==> config.mk <==
export PLATFORM = sky130hd
export DESIGN_NAME = register_file
export DESIGN_NICKNAME = d
export VERILOG_FILES = /design/src/rtl/register_file_pkg.sv /design/src/rtl/register_file_mux.sv /design/src/rtl/register_file.sv
export SDC_FILE = /design/constraint.sdc
export NUM_CORES = 1
export LEC_CHECK = 0
export BUFFER_PORTS_ARGS = -buffer_cell sky130_fd_sc_hd__clkbuf_2
export CORE_MARGIN = 2
export CORE_UTILIZATION = 45
export DETAILED_ROUTE_END_ITERATION = 16
export HOLD_SLACK_MARGIN = 0.08
export PLACE_DENSITY = 0.61
export SLEW_MARGIN = 20
export SYNTH_ARGS = -nofsm -noshare
export SYNTH_HDL_FRONTEND = slang
export SYNTH_SLANG_ARGS = --single-unit
==> constraint.sdc <==
create_clock -name clk -period 2.72 [get_ports clk]
set_input_delay 0.272 -clock clk [delete_from_list [all_inputs] [get_ports clk]]
set_output_delay 0.272 -clock clk [all_outputs]
set_load 0.1 [all_outputs]
==> src/rtl/register_file_pkg.sv <==
// Shared widths, index/word types and the hardwired-zero index for the 16-bit register file.
package register_file_pkg;
   localparam int REG_WIDTH        = 16;
   localparam int REG_SELECT_WIDTH = 4;
   localparam int REG_COUNT        = 1 << REG_SELECT_WIDTH;

   typedef logic [REG_SELECT_WIDTH-1:0] reg_index_t;
   typedef logic [REG_WIDTH-1:0]        reg_word_t;

   localparam reg_index_t REG_ZERO = '0;
endpackage

==> src/rtl/register_file_mux.sv <==
// Generalized 2**SELECT_WIDTH-to-1 multiplexer of WIDTH-bit words.
module register_file_mux #(
   parameter int WIDTH        = 16,
   parameter int SELECT_WIDTH = 4
) (
   input  logic [2**SELECT_WIDTH-1:0][WIDTH-1:0] i_data,
   input  logic [SELECT_WIDTH-1:0]               i_select,
   output logic [WIDTH-1:0]                      o_data
);
   assign o_data = i_data[i_select];
endmodule

==> src/rtl/register_file.sv <==
// Register file with per-register pending bits for decode hazard stalls.
// Optional write-back bypass onto the read ports: define REGFILE_BYPASS_EN.
module register_file
   import register_file_pkg::*;
#(
   parameter int WIDTH        = REG_WIDTH,
   parameter int SELECT_WIDTH = REG_SELECT_WIDTH
) (
   input  logic                    clk,
   input  logic                    reset_n,
   input  logic [SELECT_WIDTH-1:0] rd_index_a,
   input  logic [SELECT_WIDTH-1:0] rd_index_b,
   input  logic                    use_a,
   input  logic                    use_b,
   output logic [WIDTH-1:0]        rd_data_a,
   output logic [WIDTH-1:0]        rd_data_b,
   output logic                    busy_a,
   output logic                    busy_b,
   input  logic                    issue_en,
   input  logic [SELECT_WIDTH-1:0] issue_index,
   output logic                    stall,
   input  logic                    wr_en,
   input  logic [SELECT_WIDTH-1:0] wr_index,
   input  logic [WIDTH-1:0]        wr_data
);
   localparam int                      L_COUNT = 2**SELECT_WIDTH;
   localparam logic [SELECT_WIDTH-1:0] L_ZERO  = SELECT_WIDTH'(REG_ZERO);

   logic [L_COUNT-1:0][WIDTH-1:0] r_regs;
   logic [L_COUNT-1:0]            r_pending;

   logic [SELECT_WIDTH-1:0] w_rd_index [2];
   logic                    w_use      [2];
   logic [WIDTH-1:0]        w_mux_data [2];
   logic [WIDTH-1:0]        w_rd_data  [2];
   logic [1:0]              w_bypass;
   logic [1:0]              w_busy;
   logic [1:0]              w_hazard;
   logic                    w_waw;
   logic                    w_wr_hit;
   logic                    w_issue_set;

   assign w_rd_index[0] = rd_index_a;
   assign w_rd_index[1] = rd_index_b;
   assign w_use[0]      = use_a;
   assign w_use[1]      = use_b;

   genvar gi;
   generate
      for (gi = 0; gi < 2; gi++) begin : g_port
         register_file_mux #(
            .WIDTH       (WIDTH),
            .SELECT_WIDTH(SELECT_WIDTH)
         ) u_mux (
            .i_data  (r_regs),
            .i_select(w_rd_index[gi]),
            .o_data  (w_mux_data[gi])
         );

`ifdef REGFILE_BYPASS_EN
         assign w_bypass[gi] = wr_en && (wr_index == w_rd_index[gi]) && (w_rd_index[gi] != L_ZERO);
`else
         assign w_bypass[gi] = 1'b0;
`endif

         // Zero override is applied last so r0 reads 0 regardless of storage or bypass.
         assign w_rd_data[gi] = (w_rd_index[gi] == L_ZERO) ? '0 :
                                w_bypass[gi]               ? wr_data : w_mux_data[gi];
         assign w_busy[gi]    = r_pending[w_rd_index[gi]] & ~w_bypass[gi];
         assign w_hazard[gi]  = w_use[gi] & w_busy[gi];
      end
   endgenerate

   assign rd_data_a = w_rd_data[0];
   assign rd_data_b = w_rd_data[1];
   assign busy_a    = w_busy[0];
   assign busy_b    = w_busy[1];

   // WAW term is never bypassed: a same-edge write-back cannot free the slot for a new producer.
   assign w_waw       = issue_en & r_pending[issue_index];
   assign stall       = (|w_hazard) | w_waw;
   assign w_wr_hit    = wr_en && (wr_index != L_ZERO);
   assign w_issue_set = issue_en && !stall && (issue_index != L_ZERO);

   // Issue set is ordered after the write-back clear so a same-edge new producer wins.
   always_ff @(posedge clk or negedge reset_n) begin
      if (!reset_n) begin
         r_regs    <= '0;
         r_pending <= '0;
      end else begin
         if (w_wr_hit) begin
            r_regs[wr_index]    <= wr_data;
            r_pending[wr_index] <= 1'b0;
         end
         if (w_issue_set) begin
            r_pending[issue_index] <= 1'b1;
         end
      end
   end
endmodule

==> run_results.csv <==
group,metric,value,unit
run_status,status,"finished, final reports clean",
clocking,cts_tree,"built",
final_layout,diodes,0,
hold_path,holdPathStages,2,
timing,finalCritPeriodShare,0.958,
floorplan,io_pins,73,
setup_path,timing.rr.start,"r_pending[9]",
logic_synthesis,synthCells,943,
drt,drtIter0Drc,733,
logic_synthesis,synth_edf_count,0,
setup_path,cp-start-kind,"flop",
drt,avgRoutedWirePerCell,26.1,um
global_route,grt_max_degree,65,
clocking,clock_insertion_delay_worst_skew,0.56,ns
logic_synthesis,synth.net_count,981,
global_route,antenna_found_initial,0,
logic_synthesis,synth_common_cells,"dfrtp_1 (272), mux2_2 (225), mux4_2 (161)",
floorplan,die_y,185,um
placement,place.gp.congestion,0.810,
clocking,clock-sinks,272,
drt,wl_met2,18600,um
logic_synthesis,async_reset_ff_frac,1.00,
logic_synthesis,ys_types,39,
logic_synthesis,synth-seq-cells,272,
setup_path,critical_path_required,2.45,ns
floorplan,die-area,34200,um2
setup_path,worst-path-max-fanout,3,
hold_path,hold_end,"r_regs[25]",
global_route,overflow,0,
clocking,clk_pin_slew,0.06,ns
logic_synthesis,yosysMostFrequentCell,"dfrtp_1",
logic_synthesis,yosysTopAreaCellShare,0.461,
clocking,cts_buffers,31,
timing,fmax,384,MHz
clocking,cts-root-buf,"clkbuf_16",
global_route,grt_pass1_wl,59800,um
global_route,grt_use_total,0.236,
timing,fin_worst_skew,0.00291,ns
timing,rsz0062_at_grt,"no",
placement,hpwl,25200,um
final_layout,finalInstanceArea,17600,um2
power_and_ir_drop,powerDensity,827,nW/um2
hold_path,min-delay-start,"wr_data[9]",
drt,first_pass_iters,4,
logic_synthesis,synth_area_leaders,"dfrtp_1 (46%), mux4_2 (25%), mux2_2 (17%)",
final_layout,area_growth,19.0,%
timing,hold_ws,0.161,ns
drt,drtAntennaViolNets,0,
final_layout,drive_gt1_frac,0.587,
run,drv_cap,0,
setup_path,r2r-end,"r_pending[1]",
final_layout,fin_nets,1046,
drt,top_layer,"met4",
hold_path,hold_path.class,"input port to flop",
timing,period_needed,2.61,ns
floorplan,die_x,185,um
floorplan,num_rows,66,
logic_synthesis,yosys.area.top_type,"dfrtp_1",
drt,vias,8878,
drt,met1_length,17100,um
drt,dr_wl_met3,2060,um
floorplan,core,32400,um2
global_route,grt_pass1_vias,9509,
timing,hold_viol,0,
logic_synthesis,avgSynthCellArea,15.6,um2
placement,place_area,16500,um2
drt,drt_wl_total,38400,um
drt,drcViolationCount,0,
setup_path,arrival,2.33,ns
floorplan,start_util,0.456,
clocking,clockBufferDepth,3,
final_layout,postLayoutCoreUtil,0.542,
timing,timing.final.ws_setup,0.114,ns
drt,viasPerCell,6.04,
logic_synthesis,yosysWarnings,0,
setup_path,r2r_cells,4,
setup_path,path_class,"flop to primary output",
power_and_ir_drop,vdd_drop_max,0.619,mV
timing,setup_viol,0,
timing,worstMarginPinSlew,0.560,ns
timing,slew_viol_final,0,
placement,pre_cts_slack,0.108,ns
logic_synthesis,syn-cell-area,14800,um2
power_and_ir_drop,p_leak,0.00729,uW
setup_path,r2r_setup_slack,0.76,ns
timing,slew_headroom,0.627,
logic_synthesis,seq_area_frac_synth,0.461,
clocking,htree_num_levels,1,
placement,port_buffers,72,
setup_path,endpoint_kind,"primary output",
logic_synthesis,ys.flop_type,"dfrtp_1",
-- stage by stage --
step                total power [uW]  TNS [ns]  cells
floorplan                       8880     -1.31    943
global placement               10400         0   1416
detailed placement             10400         0   1416
CTS                            14600         0   1471
global route                   15200         0   1471
finish                         14500         0   1471
-- layout make-up --
| cell class | instances | area, um2 |
|---|---|---|
| Clock inverter | 7 | 87.6 |
| Inverter | 2 | 7.51 |
| Timing Repair Buffer | 137 | 1610 |
| Sequential cell | 272 | 6810 |
| Multi-Input combinational cell | 564 | 7570 |
| Clock buffer | 47 | 926 |
| Tap cell | 442 | 553 |
| Fill cell | 2611 | 14800 |
-- state kept, by name, indices dropped and copies added (netlist names) --
name       cells
r_pending     16
r_regs       256
-- what timing repair did --
action | in CTS | in global routing
buffers inserted | 0 | 0
gates resized for setup | 0 | 0
hold endpoints to repair | 115 | 0
hold buffers | 1 | 0
-- routing by layer --
layer | global-route usage | up-vias
li1 | - | 3797
met1 | 0.347 | 4803
met2 | 0.384 | 233
met3 | 0.0299 | 45
met4 | 0.0470 | 0
met5 | 0 | -
-- cell families after synthesis --
group,count (synthesis),synth area share
buffers and inverters,107,0.0321
muxes,424,0.447
DFF,272,0.461
and+or+nand+nor,111,0.0459
AOI/OAI and AO/OA,29,0.0136
-- placed cells by master (no fill, tap or decap), drive strengths merged, types with 2 or more instances in the layout --
cell type  count
a22oi          2
a32o           5
a41o           2
and2b          4
buf          104
bufinv         2
clkbuf        79
clkinv         4
dfrtp        272
inv            2
mux2         241
mux2i         20
mux4         163
nand2         10
nand2b         5
nand3          5
nand3b         9
nand4          8
nand4b         5
nor2          15
nor2b         38
nor3b          4
nor4           2
o21ai         15
or3            3
-- power by group --
| group | switching, uW | total, uW | internal, uW |
|---|---|---|---|
| clock | 1650 | 4160 | 2510 |
| sequential | 673 | 5630 | 4950 |
| combinational | 2280 | 4730 | 2450 |
-- how the worst max path moves through the flow --
stage / from / end / cells past startpoint
6_report: r_regs[241] / rd_data_b[1] / 4
2_1_floorplan: rd_index_a[1] / rd_data_a[5] / 6
3_3_place_gp: rd_index_b[0] / rd_data_b[9] / 6
5_1_grt: r_pending[6] / stall / 5
4_1_cts: r_regs[241] / rd_data_b[1] / 4
3_5_place_dp: rd_index_b[0] / rd_data_b[9] / 6
-- critical path, cell delays in order (launching register included) --
cell and delay (ns):
dfrtp_1 0.39, mux4_2 0.49, mux4_2 0.52, and2b_1 0.21, buf_12 0.17
No activity file was read; power rests on OpenSTA's default activity.
